`src/rtl/ones_pkg.sv`:
```
// ---------------------------------------------------------------------------
// ones_pkg
//   Shared definitions for the ones-count pipeline.
//   - state_t       : window accumulator FSM states
//   - DEF_WORD_W    : default data word width
//   - DEF_CNT_W     : default ones-count width, $clog2(DEF_WORD_W+1)
//   - clamp_count() : saturate an incoming count to the largest legal value
// ---------------------------------------------------------------------------
package ones_pkg;

   typedef enum logic [0:0] {
      ACCUM = 1'b0,   // collecting counts into the current window
      HOLD  = 1'b1    // window result presented, waiting for downstream
   } state_t;

   localparam int unsigned DEF_WORD_W = 8;
   localparam int unsigned DEF_CNT_W  = 4;

   // A count larger than the word width cannot come from a healthy upstream
   // stage; it is replaced by the largest legal value.
   function automatic int unsigned clamp_count(input int unsigned cnt,
                                               input int unsigned max_cnt);
      return (cnt > max_cnt) ? max_cnt : cnt;
   endfunction

endpackage

```
`src/rtl/ones_window_accumulator.sv`:
```
// ---------------------------------------------------------------------------
// ones_window_accumulator
//   Sums WINDOW per-word ones counts into a window total and presents the
//   result over a valid/ready output. A flush pulse closes a partial window
//   early. Counts above WORD_W are clamped and latch a sticky error.
//
//   Handshakes: a transfer happens on a rising edge where valid && ready.
//   valid never depends combinationally on ready; once out_valid is high the
//   result fields stay stable until out_ready is seen.
//
// Ports
//   clk         in   clock, all state on the rising edge
//   reset       in   asynchronous active-high reset
//   in_valid    in   bit_count is valid
//   in_ready    out  count accepted this cycle (high in ACCUM)
//   bit_count   in   ones count of one data word (legal 0..WORD_W)
//   flush       in   close a non-empty partial window early
//   out_valid   out  window result valid (high in HOLD)
//   out_ready   in   downstream takes the result
//   window_sum  out  sum of accepted (clamped) counts
//   word_cnt    out  words in the closed window (1..WINDOW)
//   dense_flag  out  window_sum >= THRESH
//   partial     out  window closed by flush before WINDOW words
//   err_sticky  out  an illegal count was seen since reset
// ---------------------------------------------------------------------------
module ones_window_accumulator
   import ones_pkg::*;
#(
   parameter int unsigned WORD_W = DEF_WORD_W,
   parameter int unsigned CNT_W  = DEF_CNT_W,
   parameter int unsigned WINDOW = 16,
   parameter int unsigned SUM_W  = 8,
   parameter int unsigned THRESH = 64
) (
   input  logic             clk,
   input  logic             reset,
   input  logic             in_valid,
   output logic             in_ready,
   input  logic [CNT_W-1:0] bit_count,
   input  logic             flush,
   output logic             out_valid,
   input  logic             out_ready,
   output logic [SUM_W-1:0] window_sum,
   output logic [7:0]       word_cnt,
   output logic             dense_flag,
   output logic             partial,
   output logic             err_sticky
);

   // One extra bit so the word count of a full 256-word window is
   // representable before it is narrowed onto word_cnt.
   localparam int unsigned IDX_W = 9;

   state_t             state, state_next;
   logic [SUM_W-1:0]   acc, acc_next;
   logic [IDX_W-1:0]   idx, idx_next;

   logic               accept;
   logic               illegal;
   logic               last_word;
   logic               flush_close;
   logic               close;
   logic [SUM_W-1:0]   add_val;
   logic [SUM_W-1:0]   sum_close;
   logic [IDX_W-1:0]   cnt_close;

   assign in_ready  = (state == ACCUM);
   assign out_valid = (state == HOLD);

   // Next-state, accumulator and index logic.
   always_comb begin
      state_next = state;
      acc_next   = acc;
      idx_next   = idx;

      accept    = (state == ACCUM) && in_valid;
      illegal   = accept && (32'(bit_count) > WORD_W);
      add_val   = SUM_W'(clamp_count(32'(bit_count), WORD_W));

      // Values the window would hold after this cycle's word; an accepted
      // word is always included before a same-cycle flush is considered.
      sum_close = accept ? (acc + add_val) : acc;
      cnt_close = accept ? (idx + IDX_W'(1)) : idx;

      last_word   = accept && (idx == IDX_W'(WINDOW - 1));
      // A flush only matters if the window would be non-empty.
      flush_close = (state == ACCUM) && flush && (cnt_close != '0);
      close       = last_word || flush_close;

      case (state)
         ACCUM: begin
            if (close) begin
               state_next = HOLD;
               acc_next   = '0;
               idx_next   = '0;
            end else if (accept) begin
               acc_next = sum_close;
               idx_next = cnt_close;
            end
         end
         HOLD: begin
            if (out_ready) begin
               state_next = ACCUM;
            end
         end
         default: begin
            state_next = ACCUM;
            acc_next   = '0;
            idx_next   = '0;
         end
      endcase
   end

   // FSM, accumulator, index counter and sticky error.
   always_ff @(posedge clk or posedge reset) begin
      if (reset) begin
         state      <= ACCUM;
         acc        <= '0;
         idx        <= '0;
         err_sticky <= 1'b0;
      end else begin
         state <= state_next;
         acc   <= acc_next;
         idx   <= idx_next;
         if (illegal) begin
            err_sticky <= 1'b1;
         end
      end
   end

   // Result registers: loaded only on the closing edge and otherwise held,
   // so they stay stable through HOLD and keep their value afterwards.
   always_ff @(posedge clk or posedge reset) begin
      if (reset) begin
         window_sum <= '0;
         word_cnt   <= '0;
         dense_flag <= 1'b0;
         partial    <= 1'b0;
      end else if (close) begin
         window_sum <= sum_close;
         word_cnt   <= cnt_close[7:0];
         dense_flag <= (32'(sum_close) >= THRESH);
         // A word that fills the window wins over a same-cycle flush.
         partial    <= !last_word;
      end
   end

endmodule
```
`config.mk`:
```
export PLATFORM = sky130hd
export DESIGN_NAME = ones_window_accumulator
export DESIGN_NICKNAME = d
export VERILOG_FILES = /design/src/rtl/ones_pkg.sv /design/src/rtl/ones_window_accumulator.sv
export SDC_FILE = /design/constraint.sdc
export NUM_CORES = 1
export LEC_CHECK = 0
export ABC_AREA = 1
export ABC_CLOCK_PERIOD_IN_PS = 4400
export BUFFER_PORTS_ARGS = -buffer_cell sky130_fd_sc_hd__buf_4
export CAP_MARGIN = 20
export CORE_MARGIN = 4
export CORE_UTILIZATION = 60
export DETAILED_ROUTE_END_ITERATION = 10
export PLACE_DENSITY = 0.83
export SYNTH_ARGS = -nofsm -noshare
export SYNTH_HDL_FRONTEND = slang
export SYNTH_SLANG_ARGS = --single-unit
```
`constraint.sdc`:
```
create_clock -name clk -period 4.4 [get_ports clk]
set_input_delay 0.22 -clock clk [delete_from_list [all_inputs] [get_ports clk]]
set_output_delay 0.22 -clock clk [all_outputs]
set_load 0.05 [all_outputs]
```
==> flow_results.xml, run 1 <==
<?xml version="1.0" encoding="UTF-8"?>
<metrics>
  <group name="outcome">
    <metric name="run_status" unit="">complete, no violations</metric>
  </group>
  <group name="global_routing">
    <metric name="gr-max-usage-layer" unit="">met2</metric>
    <metric name="overflow" unit="">0</metric>
    <metric name="globalRouteMet3Util" unit="">0.0427</metric>
    <metric name="grt_start_max_net_pins" unit="">38</metric>
    <metric name="initial_antenna_violation_count" unit="">0</metric>
    <metric name="grt_pass1_wl" unit="um">6910</metric>
    <metric name="vias_in_the_first_global_route" unit="">1601</metric>
    <metric name="grt_use_met2" unit="">0.354</metric>
    <metric name="global_route.usage.met1" unit="">0.276</metric>
    <metric name="groute.usage.overall" unit="">0.211</metric>
  </group>
  <group name="placement">
    <metric name="port_buffers" unit="">29</metric>
    <metric name="postPlaceCellArea" unit="um2">2200</metric>
    <metric name="hpwlAfterDp" unit="um">2910</metric>
    <metric name="post-place-cells" unit="">326</metric>
    <metric name="pre_cts_slack" unit="ns">2.06</metric>
    <metric name="gpl.final_weighted_congestion" unit="">0.894</metric>
  </group>
  <group name="clock_tree">
    <metric name="ctsHtreeMaxLevel" unit="">2</metric>
    <metric name="ctsLongestPathBuffers" unit="">2</metric>
    <metric name="clock-root-buffer" unit="">sky130_fd_sc_hd__clkbuf_4</metric>
    <metric name="cts_setup_buffers" unit="">0</metric>
    <metric name="post_cts_resized" unit="">0</metric>
    <metric name="clk_latency" unit="ns">0.34</metric>
    <metric name="cts_tree" unit="">yes</metric>
    <metric name="cts-buffers-inserted" unit="">5</metric>
    <metric name="tritoncts_num_sinks" unit="">37</metric>
    <metric name="holdBufCountCts" unit="">1</metric>
    <metric name="clkTransAtPathRegs" unit="ns">0.11</metric>
  </group>
  <group name="power">
    <metric name="cellPowerDensity" unit="nW/um2">569</metric>
    <metric name="power_leakage" unit="nW">1.34</metric>
    <metric name="totalPowerFinal" unit="mW">1.30</metric>
    <metric name="switchingPower" unit="mW">0.600</metric>
    <metric name="share_clk_of_total_power" unit="">0.156</metric>
    <metric name="comb_power_share" unit="">0.475</metric>
    <metric name="pwr-share-seq" unit="">0.370</metric>
    <metric name="internal_power" unit="mW">0.698</metric>
    <metric name="ir_drop" unit="mV">0.275</metric>
    <metric name="p_sw_frac" unit="">0.463</metric>
  </group>
  <group name="floorplan">
    <metric name="initial_core_utilization" unit="">0.637</metric>
    <metric name="core_region_area" unit="um2">3100</metric>
    <metric name="core.rowCount" unit="">20</metric>
    <metric name="die_width" unit="um">65.4</metric>
    <metric name="die_height" unit="um">65.4</metric>
    <metric name="io-pin-count" unit="">30</metric>
    <metric name="die_area" unit="um2">4270</metric>
  </group>
  <group name="synthesis">
    <metric name="synth.area.top_cells" unit="">sky130_fd_sc_hd__dfrtp_1 47%, sky130_fd_sc_hd__nand2_1 14%, sky130_fd_sc_hd__nand3_1 8.1%</metric>
    <metric name="async_flop_share" unit="">1.00</metric>
    <metric name="synth.net_count" unit="">274</metric>
    <metric name="yosysSeqAreaShare" unit="">0.469</metric>
    <metric name="synthFlopType" unit="">sky130_fd_sc_hd__dfrtp_1</metric>
    <metric name="synthesis.area_per_instance" unit="um2">7.63</metric>
    <metric name="yosys.cell_count.top_type" unit="">sky130_fd_sc_hd__nand2_1</metric>
    <metric name="ys_warn_count" unit="">0</metric>
    <metric name="synth_cell_type_count" unit="">30</metric>
    <metric name="synth_seq_cells" unit="">37</metric>
    <metric name="netlist.area_leader.share" unit="">0.469</metric>
    <metric name="syn_area" unit="um2">1980</metric>
    <metric name="post_syn_instances" unit="">259</metric>
    <metric name="yosys-top-cells-count" unit="">76 x sky130_fd_sc_hd__nand2_1, 40 x sky130_fd_sc_hd__inv_1, 37 x sky130_fd_sc_hd__dfrtp_1</metric>
    <metric name="synth.largest_area_cell" unit="">sky130_fd_sc_hd__dfrtp_1</metric>
    <metric name="synth_enable_flop_cells" unit="">0</metric>
  </group>
  <group name="route">
    <metric name="final_antenna_net_count" unit="">0</metric>
    <metric name="routed_via_density" unit="">5.00</metric>
    <metric name="drt_iter0_markers" unit="">59</metric>
    <metric name="post-route-drc-count" unit="">0</metric>
    <metric name="first_pass_iters" unit="">4</metric>
    <metric name="drt-wirelength-per-cell" unit="um">12.2</metric>
    <metric name="routed_vias" unit="">1675</metric>
    <metric name="wirelength" unit="um">4080</metric>
  </group>
  <group name="setup_path">
    <metric name="worst_endpoint_required_time" unit="ns">4.67</metric>
    <metric name="timing.setup.critical_path_class" unit="">reg -&gt; reg</metric>
    <metric name="crit_path_end_kind" unit="">flip-flop</metric>
    <metric name="crit_path_start_kind" unit="">flip-flop</metric>
    <metric name="critical_path.max_fanout" unit="">32</metric>
    <metric name="worst_ep_arrival_time" unit="ns">2.69</metric>
  </group>
  <group name="timing">
    <metric name="finalHoldViolCount" unit="">0</metric>
    <metric name="grt_setup_unrepaired" unit="">false</metric>
    <metric name="layout_min_cycle_time" unit="ns">2.42</metric>
    <metric name="achievable_frequency" unit="MHz">413</metric>
    <metric name="fin_skew" unit="ns">0.0166</metric>
    <metric name="finalCritPeriodShare" unit="">0.550</metric>
    <metric name="finalSetupTns" unit="ns">0</metric>
    <metric name="worstMarginPinSlew" unit="ns">0.864</metric>
    <metric name="worst_slew_margin_rel" unit="">0.422</metric>
    <metric name="maxSlewViolCount" unit="">0</metric>
    <metric name="final.hold.worst_slack" unit="ns">0.0707</metric>
    <metric name="final_critical_path_setup_slack" unit="ns">1.98</metric>
    <metric name="setup_viol_count_final" unit="">0</metric>
  </group>
  <group name="layout">
    <metric name="layout.core_utilization" unit="">0.735</metric>
    <metric name="drive_gt1_frac" unit="">0.162</metric>
    <metric name="final_net_count" unit="">305</metric>
    <metric name="area_delta_synth_final" unit="%">15.4</metric>
    <metric name="insertedDiodeCount" unit="">0</metric>
    <metric name="final_cell_area" unit="um2">2280</metric>
    <metric name="final_cell_count_no_fill" unit="">335</metric>
  </group>
  <group name="worst_hold_path">
    <metric name="min_path_type" unit="">in -&gt; reg</metric>
  </group>
  <group name="flow_run">
    <metric name="max_cap_viol_count" unit="">0</metric>
  </group>
</metrics>
[cell type report]
type	count	area, um2
fill	273	823
clock inverter	1	5.00
multi-input combinational	174	840
clock buffer	7	65.1
tap	44	55.1
inverter	41	154
sequential	37	926
timing repair buffer	31	235
[placed cells by master (no fill, tap or decap), types with 2 or more instances in the layout]
cell type,Yosys,final
sky130_fd_sc_hd__nor2_1,32,32
sky130_fd_sc_hd__nand4_1,2,2
sky130_fd_sc_hd__o21ai_0,2,2
sky130_fd_sc_hd__buf_4,2,30
sky130_fd_sc_hd__dfrtp_1,37,37
sky130_fd_sc_hd__a21oi_1,2,2
sky130_fd_sc_hd__nor3_1,2,2
sky130_fd_sc_hd__clkbuf_8,0,2
sky130_fd_sc_hd__clkbuf_4,0,5
sky130_fd_sc_hd__nand3_1,32,32
sky130_fd_sc_hd__ha_1,5,5
sky130_fd_sc_hd__nor2_2,2,2
sky130_fd_sc_hd__or2_2,2,2
sky130_fd_sc_hd__and3_1,2,2
sky130_fd_sc_hd__xor2_1,2,2
sky130_fd_sc_hd__nand2_2,2,2
sky130_fd_sc_hd__inv_1,40,40
sky130_fd_sc_hd__nand2_1,76,76
[sequential cells by signal, summed over array words and instances (netlist names)]
register    flops
err_sticky      1
partial         1
out_valid       1
window_sum      8
idx             9
word_cnt        8
dense_flag      1
acc             8
[logic make-up after synthesis]
group           count (synthesis)  share of synthesized area
flops                          37                      0.469
fa+ha+maj                       6                     0.0418
xor+xnor                        3                     0.0133
compound gates                 10                     0.0323
simple gates                  155                      0.338
buf+inv                        48                      0.106
[power by group through the flow]
stage / clock, mW / combinational [mW] / sequential, mW
floorplan: 0 / 0.342 / 0.624
global placement: 0 / 0.602 / 0.481
detailed placement: 0 / 0.616 / 0.486
CTS: 0.205 / 0.619 / 0.478
global route: 0.221 / 0.683 / 0.490
finish: 0.202 / 0.616 / 0.480
[critical path: stages, from the launching register on]
cell	delay, ns
sky130_fd_sc_hd__dfrtp_1	0.40
sky130_fd_sc_hd__ha_1	0.20
sky130_fd_sc_hd__nand3_2	0.11
sky130_fd_sc_hd__nor3_1	0.20
sky130_fd_sc_hd__nand3_1	0.65
sky130_fd_sc_hd__nand2_4	0.58
sky130_fd_sc_hd__nand2_1	0.12
sky130_fd_sc_hd__nand2_1	0.09
[per-layer routing]
metal	share of wire	routed length, um
met5	0	0
met4	0.0083	34
met3	0.043	177
met2	0.46	1870
met1	0.49	2010
[path summary, 6_finish.rpt]
kind / endpoint / cells past startpoint / start / slack [ns]
worst max-delay path: word_cnt[4]$_DFFE_PP0P_ / 7 / idx[0]$_DFFE_PP0P_ / 1.98
worst min-delay path: out_valid$_DFF_PP0_ / 2 / out_ready / 0.07
worst max register to register: word_cnt[4]$_DFFE_PP0P_ / 7 / idx[0]$_DFFE_PP0P_ / 1.98
worst min register to register: err_sticky$_DFFE_PP0P_ / 1 / err_sticky$_DFFE_PP0P_ / 0.47
max in group asynchronous: word_cnt[5]$_DFFE_PP0P_ / 4 / reset / 3.51
min in group asynchronous: acc[3]$_DFFE_PP0P_ / 4 / reset / 0.55
(Power assumes the default switching activity.)
==> inputs of run 2 (changes only) <==
--- a/config.mk
+++ b/config.mk
@@ -5,14 +5,14 @@
 export SDC_FILE = /design/constraint.sdc
 export NUM_CORES = 1
 export LEC_CHECK = 0
-export ABC_AREA = 1
-export ABC_CLOCK_PERIOD_IN_PS = 4400
+export ABC_AREA = 0
+export ABC_CLOCK_PERIOD_IN_PS = 2400
 export BUFFER_PORTS_ARGS = -buffer_cell sky130_fd_sc_hd__buf_4
 export CAP_MARGIN = 20
 export CORE_MARGIN = 4
-export CORE_UTILIZATION = 60
+export CORE_UTILIZATION = 56
 export DETAILED_ROUTE_END_ITERATION = 10
-export PLACE_DENSITY = 0.83
+export PLACE_DENSITY = 0.79
 export SYNTH_ARGS = -nofsm -noshare
 export SYNTH_HDL_FRONTEND = slang
 export SYNTH_SLANG_ARGS = --single-unit
==> constraint.sdc (replaced) <==
create_clock -name clk -period 2.4 [get_ports clk]
set_input_delay 0.12 -clock clk [delete_from_list [all_inputs] [get_ports clk]]
set_output_delay 0.12 -clock clk [all_outputs]
set_load 0.05 [all_outputs]
==> flow_results.xml, run 2 <==
<?xml version="1.0" encoding="UTF-8"?>
<metrics>
  <group name="outcome">
    <metric name="run_status" unit="">complete, no violations</metric>
  </group>
  <group name="route">
    <metric name="routed_vias" unit="">1389</metric>
    <metric name="routed_via_density" unit="">5.34</metric>
    <metric name="wirelength" unit="um">3690</metric>
    <metric name="post-route-drc-count" unit="">0</metric>
    <metric name="first_pass_iters" unit="">4</metric>
    <metric name="drt_iter0_markers" unit="">55</metric>
    <metric name="drt-wirelength-per-cell" unit="um">14.2</metric>
    <metric name="final_antenna_net_count" unit="">0</metric>
  </group>
  <group name="layout">
    <metric name="area_delta_synth_final" unit="%">20.7</metric>
    <metric name="final_cell_area" unit="um2">2300</metric>
    <metric name="fillerInstances" unit="">231</metric>
    <metric name="final_net_count" unit="">230</metric>
    <metric name="insertedDiodeCount" unit="">0</metric>
    <metric name="largest_register_ff_count" unit="">9</metric>
    <metric name="layout.cells.most_common_list" unit="">37 x sky130_fd_sc_hd__dfrtp_1, 36 x sky130_fd_sc_hd__buf_4, 31 x sky130_fd_sc_hd__nor2_1, 10 x sky130_fd_sc_hd__nor2_2, 10 x sky130_fd_sc_hd__a21oi_2</metric>
    <metric name="drive_gt1_frac" unit="">0.343</metric>
    <metric name="layout.cells.most_common" unit="">sky130_fd_sc_hd__dfrtp_1</metric>
    <metric name="largest-register" unit="">idx</metric>
  </group>
  <group name="timing">
    <metric name="setup_viol_count_final" unit="">0</metric>
    <metric name="maxSlewViolCount" unit="">0</metric>
    <metric name="grt_setup_unrepaired" unit="">false</metric>
    <metric name="layout_min_cycle_time" unit="ns">2.25</metric>
    <metric name="finalSetupTns" unit="ns">0</metric>
    <metric name="finalCritPeriodShare" unit="">0.938</metric>
    <metric name="achievable_frequency" unit="MHz">444</metric>
    <metric name="fin_skew" unit="ns">0.00675</metric>
    <metric name="worst_slew_margin_rel" unit="">0.438</metric>
    <metric name="final_critical_path_setup_slack" unit="ns">0.150</metric>
    <metric name="worstMarginPinSlew" unit="ns">0.843</metric>
    <metric name="finalHoldViolCount" unit="">0</metric>
  </group>
  <group name="floorplan">
    <metric name="die_width" unit="um">66.3</metric>
    <metric name="die_height" unit="um">66.3</metric>
    <metric name="core.rowCount" unit="">20</metric>
    <metric name="die_area" unit="um2">4400</metric>
    <metric name="core_region_area" unit="um2">3150</metric>
    <metric name="io-pin-count" unit="">30</metric>
    <metric name="initial_core_utilization" unit="">0.604</metric>
  </group>
  <group name="setup_path">
    <metric name="crit_path_cell_trace" unit="">ha_2 &gt; nand3b_4 &gt; or4_1 &gt; o211ai_1 &gt; o31a_2 &gt; buf_4 &gt; nor2_1 &gt; a31oi_1</metric>
    <metric name="worst_endpoint_required_time" unit="ns">2.68</metric>
    <metric name="crit_path_end_kind" unit="">flip-flop</metric>
    <metric name="timing.critical_path.slowest_cell_delay" unit="ns">0.57</metric>
    <metric name="critical_path.max_fanout" unit="">20</metric>
    <metric name="worst_ep_arrival_time" unit="ns">2.53</metric>
    <metric name="cpMaxStageDelayCell" unit="">sky130_fd_sc_hd__or4_1</metric>
    <metric name="worst-path-buf-inv" unit="">1</metric>
    <metric name="crit_path_start_kind" unit="">flip-flop</metric>
    <metric name="timing.critical_path.max_delay_family" unit="">simple AND/OR/NAND/NOR gates</metric>
    <metric name="timing.setup.critical_path_class" unit="">reg -&gt; reg</metric>
  </group>
  <group name="power">
    <metric name="ir_drop" unit="mV">1.04</metric>
    <metric name="cellPowerDensity" unit="nW/um2">1390</metric>
    <metric name="power_leakage" unit="nW">1.08</metric>
  </group>
  <group name="clock_tree">
    <metric name="tritoncts_num_sinks" unit="">37</metric>
    <metric name="clock-root-buffer" unit="">sky130_fd_sc_hd__clkbuf_4</metric>
    <metric name="ctsHtreeMaxLevel" unit="">2</metric>
    <metric name="ctsLongestPathBuffers" unit="">2</metric>
    <metric name="cts_tree" unit="">yes</metric>
    <metric name="clkTransAtPathRegs" unit="ns">0.12</metric>
    <metric name="clk_latency" unit="ns">0.35</metric>
    <metric name="cts-buffers-inserted" unit="">5</metric>
  </group>
  <group name="worst_hold_path">
    <metric name="min_path_type" unit="">in -&gt; reg</metric>
  </group>
  <group name="synthesis">
    <metric name="yosys-top-cells-count" unit="">37 x sky130_fd_sc_hd__dfrtp_1, 31 x sky130_fd_sc_hd__nor2_1, 10 x sky130_fd_sc_hd__a21oi_2, 10 x sky130_fd_sc_hd__nor2_2</metric>
    <metric name="netlist.area_leader.share" unit="">0.486</metric>
    <metric name="synth.largest_area_cell" unit="">sky130_fd_sc_hd__dfrtp_1</metric>
    <metric name="async_flop_share" unit="">1.00</metric>
    <metric name="synth_cell_type_count" unit="">43</metric>
    <metric name="synth.net_count" unit="">193</metric>
    <metric name="yosys.cell_count.top_type" unit="">sky130_fd_sc_hd__dfrtp_1</metric>
    <metric name="synthesis.area_per_instance" unit="um2">10.7</metric>
    <metric name="synth.area.top_cells" unit="">sky130_fd_sc_hd__dfrtp_1 49%, sky130_fd_sc_hd__nor2_1 6.1%, sky130_fd_sc_hd__a21oi_2 4.6%</metric>
    <metric name="ys_warn_count" unit="">0</metric>
    <metric name="post_syn_instances" unit="">178</metric>
    <metric name="synth_seq_cells" unit="">37</metric>
    <metric name="synthFlopType" unit="">sky130_fd_sc_hd__dfrtp_1</metric>
    <metric name="synth_enable_flop_cells" unit="">0</metric>
    <metric name="yosysSeqAreaShare" unit="">0.486</metric>
    <metric name="syn_area" unit="um2">1910</metric>
  </group>
  <group name="flow_run">
    <metric name="max_cap_viol_count" unit="">0</metric>
  </group>
  <group name="placement">
    <metric name="pre_cts_slack" unit="ns">0.100</metric>
    <metric name="gpl.final_weighted_congestion" unit="">0.898</metric>
    <metric name="hpwlAfterDp" unit="um">2720</metric>
    <metric name="postPlaceCellArea" unit="um2">2160</metric>
    <metric name="port_buffers" unit="">29</metric>
  </group>
  <group name="global_routing">
    <metric name="grt_start_max_net_pins" unit="">27</metric>
    <metric name="initial_antenna_violation_count" unit="">0</metric>
    <metric name="vias_in_the_first_global_route" unit="">1384</metric>
    <metric name="overflow" unit="">0</metric>
    <metric name="groute.usage.overall" unit="">0.195</metric>
    <metric name="grt_pass1_wl" unit="um">6390</metric>
  </group>
</metrics>
[run 2: cell types whose count changed after synthesis, moves of 3 or more]
cell and change:
sky130_fd_sc_hd__xnor2_1 +7, sky130_fd_sc_hd__inv_1 -36, sky130_fd_sc_hd__nor2b_1 +5, sky130_fd_sc_hd__mux2i_1 +6
sky130_fd_sc_hd__a21oi_1 +6, sky130_fd_sc_hd__buf_2 +3, sky130_fd_sc_hd__nor2_2 +8, sky130_fd_sc_hd__nand3_1 -28
sky130_fd_sc_hd__a21oi_2 +10, sky130_fd_sc_hd__nand2_1 -73, sky130_fd_sc_hd__xor2_1 +4
[run 2: stage by stage]
stage	utilization	instances	hold slack, ns	total power, mW
5_1_grt	0.730	260	0.0486	3.38
4_1_cts	0.725	259	0.0338	3.20
6_report	0.730	260	0.0422	3.19
2_1_floorplan	-	178	0.205	2.26
3_5_place_dp	0.686	249	0.295	2.65
3_3_place_gp	0.686	249	0.289	2.60
[run 2: timing repair]
item,4_1_cts,5_1_grt
hold buffers,2,0
endpoints found under the hold margin,22,0
endpoints found under the setup margin,0,13
setup buffers,0,1
gates resized for setup,0,2
[run 2: path summary, 6_finish.rpt]
kind                                   startpoint                     end  slack, ns  cells after the start
setup / recovery               idx[1]$_DFFE_PP0P_  dense_flag$_DFFE_PP0P_       0.15                      8
hold / removal                       bit_count[3]  err_sticky$_DFFE_PP0P_       0.04                      2
setup reg to reg               idx[1]$_DFFE_PP0P_  dense_flag$_DFFE_PP0P_       0.15                      8
hold reg to reg            err_sticky$_DFFE_PP0P_  err_sticky$_DFFE_PP0P_       0.50                      1
max in group asynchronous                   reset      idx[7]$_DFFE_PP0P_       1.26                      4
min in group asynchronous                   reset     out_valid$_DFF_PP0_       0.51                      3
[run 2: cell families (layout without fill, tap and decap cells)]
group	after synthesis	in the layout	synth area share
compound gates	31	31	0.121
mux	7	7	0.0374
flops	37	37	0.486
buf+inv	13	51	0.0506
fa+ha+maj	6	6	0.0433
simple gates	70	70	0.198
xor+xnor	14	14	0.0643
[run 2: layer usage]
| layer | up-vias | share of wire | track usage |
|---|---|---|---|
| met5 | - | 0 | 0 |
| met4 | 0 | 0.019 | 0.0838 |
| met3 | 7 | 0.050 | 0.0459 |
| met2 | 39 | 0.48 | 0.320 |
| met1 | 662 | 0.45 | 0.243 |
| li1 | 681 | - | - |
[run 2: cell type report]
class                           instances  area [um2]  area share
Sequential cell                        37         926       0.402
Multi-Input combinational cell        128         892       0.388
Timing Repair Buffer                   39         310       0.135
Clock inverter                          3        65.1      0.0283
Tap cell                               44        55.1      0.0239
Clock buffer                            5        37.5      0.0163
Inverter                                4        15.0     0.00653
[run 2: power by group]
group | internal, mW | switching [mW]
Combinational | 0.581 | 1.07
Sequential | 0.832 | 0.167
Clock | 0.322 | 0.215
